$ cat config.mk
export PLATFORM = sky130hd
export DESIGN_NAME = fc_layer_seq_flat
export DESIGN_NICKNAME = d
export VERILOG_FILES = /design/src/rtl/fc_seq_pkg.sv /design/src/rtl/fc_layer_seq_if.sv /design/src/rtl/fc_argmax.sv /design/src/rtl/fc_layer_seq.sv /design/src/flat_wrapper.sv
export SDC_FILE = /design/constraint.sdc
export NUM_CORES = 2
export LEC_CHECK = 0
export CAP_MARGIN = 15
export CORE_AREA = 5 5 505 507
export CTS_BUF_LIST = sky130_fd_sc_hd__clkbuf_2
export DETAILED_ROUTE_END_ITERATION = 6
export DIE_AREA = 0 0 510 512
export PLACE_DENSITY = 0.44
export SYNTH_ARGS = -nofsm -noshare
export SYNTH_HDL_FRONTEND = slang
export SYNTH_SLANG_ARGS = --single-unit
$ cat constraint.sdc
create_clock -name clk -period 7.65 [get_ports clk]
set_clock_uncertainty 0.15 [all_clocks]
set_input_delay 1.1475 -clock clk [delete_from_list [all_inputs] [get_ports clk]]
set_output_delay 1.1475 -clock clk [all_outputs]
set_load 0.005 [all_outputs]
$ cat src/rtl/fc_seq_pkg.sv
// Shared types and helpers for the fully-connected layer sequencer.
package fc_seq_pkg;

  typedef enum logic [1:0] {LOAD, SETTLE, CAPTURE, DRAIN} state_t;

  // Index width with a 1-bit floor so single-entry arrays still get a pointer.
  function automatic int idx_w(input int n);
    return (n > 1) ? $clog2(n) : 1;
  endfunction

endpackage

$ cat src/rtl/fc_layer_seq_if.sv
// Activation input stream and neuron result output stream of fc_layer_seq.
interface fc_layer_seq_if
  import fc_seq_pkg::*;
#(
  parameter int WIDTH = 8,
  parameter int OW    = 22,
  parameter int IW    = idx_w(10)
);

  logic                 in_valid;
  logic                 in_ready;
  logic [WIDTH-1:0]     in_data;
  logic                 in_last;
  logic                 out_valid;
  logic                 out_ready;
  logic signed [OW-1:0] out_data;
  logic [IW-1:0]        out_idx;
  logic                 out_last;

  modport master (
    output in_valid, in_data, in_last, out_ready,
    input  in_ready, out_valid, out_data, out_idx, out_last
  );

  modport slave (
    input  in_valid, in_data, in_last, out_ready,
    output in_ready, out_valid, out_data, out_idx, out_last
  );

endinterface

$ cat src/rtl/fc_argmax.sv
// Running signed maximum over result beats; ties keep the lower index.
module fc_argmax
  import fc_seq_pkg::*;
#(
  parameter int OW = 22,
  parameter int NW = 4
) (
  input  logic                 clk,
  input  logic                 rst_n,
  input  logic                 fire,
  input  logic                 first,
  input  logic                 last,
  input  logic signed [OW-1:0] data,
  input  logic [NW-1:0]        idx,
  output logic                 cls_valid,
  output logic [NW-1:0]        cls_idx
);

  logic signed [OW-1:0] max_q;
  logic [NW-1:0]        max_idx_q;
  logic                 take;

  // Strict greater-than so an equal later value never displaces the earlier one.
  assign take      = first || (data > max_q);
  assign cls_valid = fire && last;
  assign cls_idx   = take ? idx : max_idx_q;

  always_ff @(posedge clk or negedge rst_n) begin
    if (!rst_n) begin
      max_idx_q <= '0;
    end else if (fire && take) begin
      max_idx_q <= idx;
    end
  end

  always_ff @(posedge clk) begin
    if (fire && take) begin
      max_q <= data;
    end
  end

endmodule

$ cat src/rtl/fc_layer_seq.sv
// Frame sequencer for one constant-coefficient FC layer: buffer, settle, capture, drain.
// Optional FC_ARGMAX_EN adds a per-frame argmax classification output.
module fc_layer_seq
  import fc_seq_pkg::*;
#(
  parameter int WIDTH  = 8,
  parameter int IN     = 128,
  parameter int NEUR   = 10,
  parameter int OW     = 22,
  parameter int SETTLE = 4
) (
  input  logic                   clk,
  input  logic                   rst_n,
  fc_layer_seq_if.slave          io,
  output logic [IN*WIDTH-1:0]    x_bus,
  input  logic [NEUR*OW-1:0]     z_bus,
  output logic                   err_short
`ifdef FC_ARGMAX_EN
  ,
  output logic                   cls_valid,
  output logic [idx_w(NEUR)-1:0] cls_idx
`endif
);

  localparam int PW = idx_w(IN);
  localparam int NW = idx_w(NEUR);
  localparam int SC = (SETTLE > 0) ? SETTLE : 1;
  localparam int CW = idx_w(SC);

  state_t               state;
  logic [PW-1:0]        wr_ptr;
  logic [CW-1:0]        settle_cnt;
  logic [WIDTH-1:0]     xbuf [IN];
  logic signed [OW-1:0] res [NEUR];
  logic                 in_ready;
  logic                 out_valid;
  logic                 out_last;
  logic [NW-1:0]        out_idx;
  logic                 accept;
  logic                 at_end;

  assign accept = in_ready && io.in_valid;
  assign at_end = (wr_ptr == PW'(IN - 1));

  always_ff @(posedge clk or negedge rst_n) begin
    if (!rst_n) begin
      state      <= fc_seq_pkg::LOAD;
      in_ready   <= 1'b1;
      out_valid  <= 1'b0;
      out_idx    <= '0;
      out_last   <= 1'b0;
      err_short  <= 1'b0;
      wr_ptr     <= '0;
      settle_cnt <= '0;
      for (int k = 0; k < IN; k++) xbuf[k] <= '0;
    end else begin
      case (state)
        // LOAD: fill the buffer; a short frame zero-pads the untouched tail.
        fc_seq_pkg::LOAD: begin
          if (accept) begin
            xbuf[wr_ptr] <= io.in_data;
            wr_ptr       <= wr_ptr + 1'b1;
            if (io.in_last && !at_end) begin
              for (int k = 0; k < IN; k++) begin
                if (k > int'(wr_ptr)) xbuf[k] <= '0;
              end
              err_short <= 1'b1;
            end
            if (io.in_last || at_end) begin
              state      <= fc_seq_pkg::SETTLE;
              in_ready   <= 1'b0;
              settle_cnt <= '0;
            end
          end
        end
        // SETTLE: bus frozen while the combinational neuron trees resolve.
        fc_seq_pkg::SETTLE: begin
          if (settle_cnt == CW'(SC - 1)) state <= fc_seq_pkg::CAPTURE;
          else                           settle_cnt <= settle_cnt + 1'b1;
        end
        fc_seq_pkg::CAPTURE: begin
          state     <= fc_seq_pkg::DRAIN;
          out_valid <= 1'b1;
          out_idx   <= '0;
          out_last  <= (NEUR == 1);
        end
        // DRAIN: one result per accepted beat, then reopen the input.
        fc_seq_pkg::DRAIN: begin
          if (io.out_ready) begin
            if (out_last) begin
              out_valid <= 1'b0;
              out_idx   <= '0;
              out_last  <= 1'b0;
              wr_ptr    <= '0;
              in_ready  <= 1'b1;
              state     <= fc_seq_pkg::LOAD;
            end else begin
              out_idx  <= out_idx + 1'b1;
              out_last <= (NW'(out_idx + 1'b1) == NW'(NEUR - 1));
            end
          end
        end
        default: state <= fc_seq_pkg::LOAD;
      endcase
    end
  end

  // Results are pure data: captured once per frame, no reset needed.
  always_ff @(posedge clk) begin
    if (state == fc_seq_pkg::CAPTURE) begin
      for (int j = 0; j < NEUR; j++) res[j] <= $signed(z_bus[j*OW +: OW]);
    end
  end

  for (genvar g = 0; g < IN; g++) begin : g_xbus
    assign x_bus[g*WIDTH +: WIDTH] = xbuf[g];
  end

  assign io.in_ready  = in_ready;
  assign io.out_valid = out_valid;
  assign io.out_idx   = out_idx;
  assign io.out_last  = out_last;
  assign io.out_data  = res[out_idx];

`ifdef FC_ARGMAX_EN
  logic out_fire;
  assign out_fire = out_valid && io.out_ready;

  fc_argmax #(.OW(OW), .NW(NW)) u_argmax (
    .clk       (clk),
    .rst_n     (rst_n),
    .fire      (out_fire),
    .first     (out_idx == '0),
    .last      (out_last),
    .data      (res[out_idx]),
    .idx       (out_idx),
    .cls_valid (cls_valid),
    .cls_idx   (cls_idx)
  );
`endif

endmodule
$ cat src/flat_wrapper.sv
// flat-port wrapper written by rule: the top's interface ports become plain ports
module fc_layer_seq_flat import fc_seq_pkg::*;
#(
  parameter int WIDTH  = 8,
  parameter int IN     = 128,
  parameter int NEUR   = 10,
  parameter int OW     = 22,
  parameter int SETTLE = 4
)
  (clk, rst_n, x_bus, z_bus, err_short, io_in_valid, io_in_data, io_in_last, io_out_ready, io_in_ready, io_out_valid, io_out_data, io_out_idx, io_out_last);
  fc_layer_seq_if #(.WIDTH(WIDTH), .OW(OW)) io_i ();
  input  logic clk;
  input  logic rst_n;
  output logic [IN*WIDTH-1:0] x_bus;
  input  logic [NEUR*OW-1:0] z_bus;
  output logic err_short;
  input wire logic [$bits(io_i.in_valid)-1:0] io_in_valid;
  input wire logic [$bits(io_i.in_data)-1:0] io_in_data;
  input wire logic [$bits(io_i.in_last)-1:0] io_in_last;
  input wire logic [$bits(io_i.out_ready)-1:0] io_out_ready;
  output wire logic [$bits(io_i.in_ready)-1:0] io_in_ready;
  output wire logic [$bits(io_i.out_valid)-1:0] io_out_valid;
  output wire logic [$bits(io_i.out_data)-1:0] io_out_data;
  output wire logic [$bits(io_i.out_idx)-1:0] io_out_idx;
  output wire logic [$bits(io_i.out_last)-1:0] io_out_last;
  assign io_i.in_valid = io_in_valid;
  assign io_i.in_data = io_in_data;
  assign io_i.in_last = io_in_last;
  assign io_i.out_ready = io_out_ready;
  assign io_in_ready = io_i.in_ready;
  assign io_out_valid = io_i.out_valid;
  assign io_out_data = io_i.out_data;
  assign io_out_idx = io_i.out_idx;
  assign io_out_last = io_i.out_last;
  fc_layer_seq #(.WIDTH(WIDTH), .IN(IN), .NEUR(NEUR), .OW(OW), .SETTLE(SETTLE)) u_core (.clk(clk), .rst_n(rst_n), .io(io_i), .x_bus(x_bus), .z_bus(z_bus), .err_short(err_short));
endmodule
Word-level counts from Yosys, hierarchy flattened. Memories as Yosys holds them, arrays and structs flattened. Index checks and enable logic that the tools add are counted.

Add/sub/neg operators: 3. $lt $le $gt $ge: 129. Equal/unequal tests: 12. Mux-type cells: 161. Bitwise gates (word level): 1. Reductions and logical operators: 17.

Operator list (number): $bwmux 1024 (1); $mux 8 (128); $mux 1016 (1); $gt 7x7->1 const A (64); $gt 6x7->1 const A (32); $gt 5x7->1 const A (16); $demux 8 s7 (1); $gt 4x7->1 const A (8); $gt 3x7->1 const A (4); $mux 7 (3); $mux 2 (8); $gt 2x7->1 const A (2); $pmux 7 s2 (1); $mux 1 (10); $reduce_and 5->1 (2); $ge 8x8->1 const B (1); $lt 8x1->1 const B (1); $mux 4 (2); $ne 2x1->1 const B (4); $not 7->8 (1); $pmux 2 s4 (1); $pmux 4 s2 (1); $reduce_and 4->1 (2); $add 7x1->7 const B (1); 17 further kinds (28).

Flip-flop bits (word level): 1043. Bits in writable memories: 220. Input bits: 233. Output and inout port bits: 1054. Memories kept: 1.

Memories: u_core.res (words 10, width 22, read ports 1, clocked after Yosys merged registers in 0, write ports 10, RTL line fc_layer_seq.sv:34) `logic signed [OW-1:0] res [NEUR];`.

Longest topological paths before layout.
Depth after elaboration: 8. Depth in mapped cells: 10. Mapped depth without buffers: 6.

Worst setup path before layout. No wires, ideal clock.

Path type: reg-to-reg. From: reg u_core.state[0]. To: reg u_core.out_idx[1] (netlist: u_core.io.out_idx[1]). Setup time: 0.126 ns. Arrival: 6.574 ns. Required time: 7.374 ns. Setup slack: 0.800 ns. Cell stages (with the launch flop): 5. Cells stage by stage: dfrtp_1 -> inv_1 -> ha_1 -> mux2i_1 -> a32o_1.

Longest elaborated chain between the ends: 3. Elaborated cells between the ends (all ways): 6.

RTL lines: from (decl) (RTL line fc_layer_seq.sv:30) `state_t state;`; from (signal assigned) (RTL line fc_layer_seq.sv:47) `state <= fc_seq_pkg::LOAD;`; from (signal assigned) (RTL line fc_layer_seq.sv:70) `state <= fc_seq_pkg::SETTLE;`; from (signal assigned) (RTL line fc_layer_seq.sv:78) `if (settle_cnt == CW'(SC - 1)) state <= fc_seq_pkg::CAPTURE;`; $eq 2x2->1 (RTL line fc_layer_seq.sv:57) `case (state)`; $ne 2x2->1 (no source line) / $reduce_bool 2->1 (equally long branches); $reduce_and 2->1 (no source line); to (signal assigned) (RTL line fc_layer_seq.sv:98) `out_idx <= out_idx + 1'b1;`; to (decl) (RTL line fc_layer_seq.sv:38) `logic [NW-1:0] out_idx;`.

Several ways; a longest one is shown, not always the timed one. A chain may end at the register's enable or synchronous reset.

Worst setup path after layout.
From: reg u_core.out_idx[0] (netlist: u_core.io.out_idx[0]). To: out io_out_data[9].

Longest elaborated chain between the ends: 1.

RTL lines: $mem_v2 10x22; to (decl) (RTL line flat_wrapper.sv:23) `output wire logic [$bits(io_i.out_data)-1:0] io_out_data;`.

No other way between the ends.

==> summary.txt <==
Status
  • Outcome: complete, no violations

STA
  • Slew @ Worst Pin: about 1.5 ns
  • Final Critical Period: around 6.0 ns
  • Setup violators final: 0
  • Relative slew slack: 1.31%
  • Final Hold Vio Count: 0
  • Max Transition Viols Final: 0
  • Max Freq: ~170 MHz
  • Period utilisation layout: between 70% and 80%
  • Sum of negative setup slack: 0 ns
  • Worst setup margin: 1.68 ns
  • Unrepaired setup endpoints after global routing: no

Routing
  • DR iter-0 viols: 2635
  • Pre-antenna DRT Iters: 6
  • Drt wl/cell: 28.7 um
  • Routed WL: 281 mm
  • Via count of the routed design: approximately 43k
  • Mean number of vias per cell: between 4 and 5
  • Final ANT Viol Nets: 0
  • DRC Markers: 0

Yosys
  • Compound-gate portion of the synthesized area: 2.82%
  • Top-area cell type share of the netlist area: between 40% and 50%
  • Sequential area share after synthesis: 60.6%
  • Synth Register Bits: between 1k and 1.5k
  • Mux cell area share after synthesis: ~20%
  • Synth Area in XOR/XNOR: less than 1%
  • Combinational family with the most area after synthesis: multiplexers
  • Post-synthesis adder-cell area fraction: 0.255%
  • Cells after Synth: 4259
  • Area contributors post-synth: dfrtp_1, mux2i_1, edfxtp_1
  • Number of flops mapped to enable cells by yosys: 220
  • Commonest cells post-synth: dfrtp_1, nor2_1, mux2i_1
  • Post-synthesis simple-gate area fraction: 13.6%
  • Cell variety after synth: 78
  • Post-Syn Nets: 4503
  • Post-synthesis cell area: 54000 sq um
  • Post-synth top flop: dfrtp_1
  • Largest area contributor in the netlist: dfrtp_1
  • Yosys Warn Count: 0
  • Async SR Flop Fraction: 82.6%
  • Post-synthesis average cell area: 12.7 sq um

Worst setup path
  • Req. time, crit path: 6.35 ns
  • Crit path max-delay family: buffers and inverters
  • Worst R2R Start: u_core.wr_ptr[0]$_DFFE_PN0P_
  • Number of cells on the worst reg-to-reg path: 7
  • Critical Path End Type: output port
  • Slowest cell on crit path: dfrtp_4
  • Critical Path AT: 4.67 ns
  • Crit start category: flip-flop
  • CP bufs+invs: 3
  • Critical path fanouts, max: 27
  • FF-to-FF End: u_core.x_bus[820]$_DFFE_PN0P_
  • Flop2flop setup slack: about 3.7 ns
  • WS Path Type: reg2out
  • Worst-path cell chain: inv_1 -> buf_4 -> o211ai_1 -> nand2_1 -> clkdlybuf4s50_1
  • Slowest stage delay, CP: 0.74 ns

Clocking
  • Total CTS buffers: 376
  • Clk pin slew, worst setup/hold paths: 0.09 ns
  • CTS tree: yes
  • Clock latency on the worst-skew pair: about 1.7 ns
  • Post-CTS Setup Bufs: 0
  • Clock buffer depth: 4
  • Root buf cell: clkbuf_2
  • CTS sink cnt: 1263
  • H-tree level count: 5

Die
  • Core area: 250000 sq um
  • DIE HEIGHT: 512 um
  • Chip width: just over 500 um
  • IO Pins: around 1.3k
  • Total die area: 261000 sq um
  • Initial Util: 21.6%
  • Floorplan row count: 184

Worst hold path
  • HP Start: u_core.err_short$_DFFE_PN0P_
  • Hold EP: u_core.err_short$_DFFE_PN0P_
  • Hold Crit Depth: 1
  • HP Class: reg2reg

Power and ir drop
  • Lkg Pwr: ~34 nW
  • Max VDD drop: a little over 0.2 mV
  • PwrDens: between 200 and 250 nW/um^2

Global routing
  • First-pass GRT wire length: ~380 mm
  • Total grt overflow: 0
  • GRT Total Usage: 20.8%
  • Largest net degree at the start of global routing: 158
  • Vias in the first global route: 44.7k
  • Antenna violations before repair: 12

Finish
  • Layout cells sized above 1: between 10% and 20%
  • Synthesis-to-finish area growth: 44.3%
  • Non-Filler Instances: 9777
  • FILL cells: 25.7k
  • Fin area: 77900 sq um
  • Nets: 6386
  • Util after Layout: 31.2%

Run
  • Max-cap check violation count: 0

Place
  • Routability congestion estimate from global placement: 0.806
  • Placed cell areas: 71100 sq um
  • Hpwl dp: 200 mm
  • Placed cells: ~8.8k
  • Setup WS pre-CTS: ~3.0 ns
  • Buffers on Ports: 1286
-- sequential cells by signal, indices dropped and copies added (netlist names) --
register / flops
u_core.x_bus: 1024
u_core.res: 220
u_core.wr_ptr: 7
u_core.io.out_idx: 4
u_core.settle_cnt: 2
u_core.state: 2
u_core.err_short: 1
u_core.io.in_ready: 1
u_core.io.out_last: 1
u_core.io.out_valid: 1
-- per-stage QoR --
step           hold WS (ns)  power, mW
2_1_floorplan         0.309       10.1
3_5_place_dp          0.303       12.7
3_3_place_gp          0.301       12.7
6_report              0.317       17.8
5_1_grt              0.0577       18.7
4_1_cts             0.00132       18.2
-- cell type report --
type                       instances  area [sq um]  share of cell area, %
inverter                          13          48.8                 0.0626
tap                             3348          4190                   5.37
clock buffer                     560          2800                   3.60
timing repair buffer            1758         17500                   22.4
sequential                      1263         32700                   42.0
clock inverter                    87           422                  0.541
multi-input combinational       2730         20200                   26.0
antenna                           18          45.0                 0.0578
-- worst max path at each step --
stage / start / endpoint / slack, ns / cells past startpoint
4_1_cts: u_core.io.out_idx[0]$_DFFE_PN0P_ / io_out_data[9] / 1.23 / 5
5_1_grt: u_core.io.out_idx[0]$_DFFE_PN0P_ / io_out_data[21] / 1.23 / 5
3_3_place_gp: io_in_valid / u_core.x_bus[390]$_DFFE_PN0P_ / 3.01 / 5
2_1_floorplan: u_core.state[0]$_DFFE_PN0P_ / u_core.io.out_idx[1]$_DFFE_PN0P_ / 0.80 / 4
6_report: u_core.io.out_idx[0]$_DFFE_PN0P_ / io_out_data[9] / 1.68 / 5
3_5_place_dp: io_in_valid / u_core.x_bus[502]$_DFFE_PN0P_ / 3.03 / 5
-- cells in the final DEF (no fill, tap or decap), types with 12 or more instances in the layout --
master           count
a21oi_1             92
a22oi_1             22
buf_4              107
clkbuf_2           560
clkdlybuf4s50_1   1277
clkinv_1            72
dfrtp_1           1034
diode_2             18
dlygate4sd3_1      351
edfxtp_1           220
inv_1               12
mux2i_1            994
mux4_2              44
nand2_1            108
nand2b_1            14
nand3_1             20
nor2_1            1041
nor3_1              23
nor3_4             113
o211ai_1            27
o21ai_0             19
or2_2               23
-- cells by family after synthesis --
group | after synthesis
multiplexers | 1047
flip-flops | 1263
buffers and inverters | 266
XOR/XNOR | 2
AND/OR/NAND/NOR | 1435
AO/OA/AOI/OAI | 235
adder cells (fa/ha/maj) | 11
-- layer usage --
metal  global-route usage, %  vias up  routed length [um]
met5                       0        -                   0
met4                    8.09        0               11500
met3                    6.37      463               21800
met2                    35.8     1786              138000
met1                    24.0    21700              109000
li1                        -    18900                   -
-- power by group --
group          leakage, nW  internal [mW]  switching (mW)  total (mW)
Combinational         15.0           1.52            2.97        4.49
Sequential            16.6           7.57           0.530        8.10
Clock                 2.51           2.01            3.16        5.16
-- timing repair --
action                     4_1_cts  5_1_grt
hold endpoints to repair      1691        0
hold buffers                   352        0
setup endpoints to repair        0        0
gates resized for setup          0        0
Note: power is estimated with default switching activity, not from simulation.
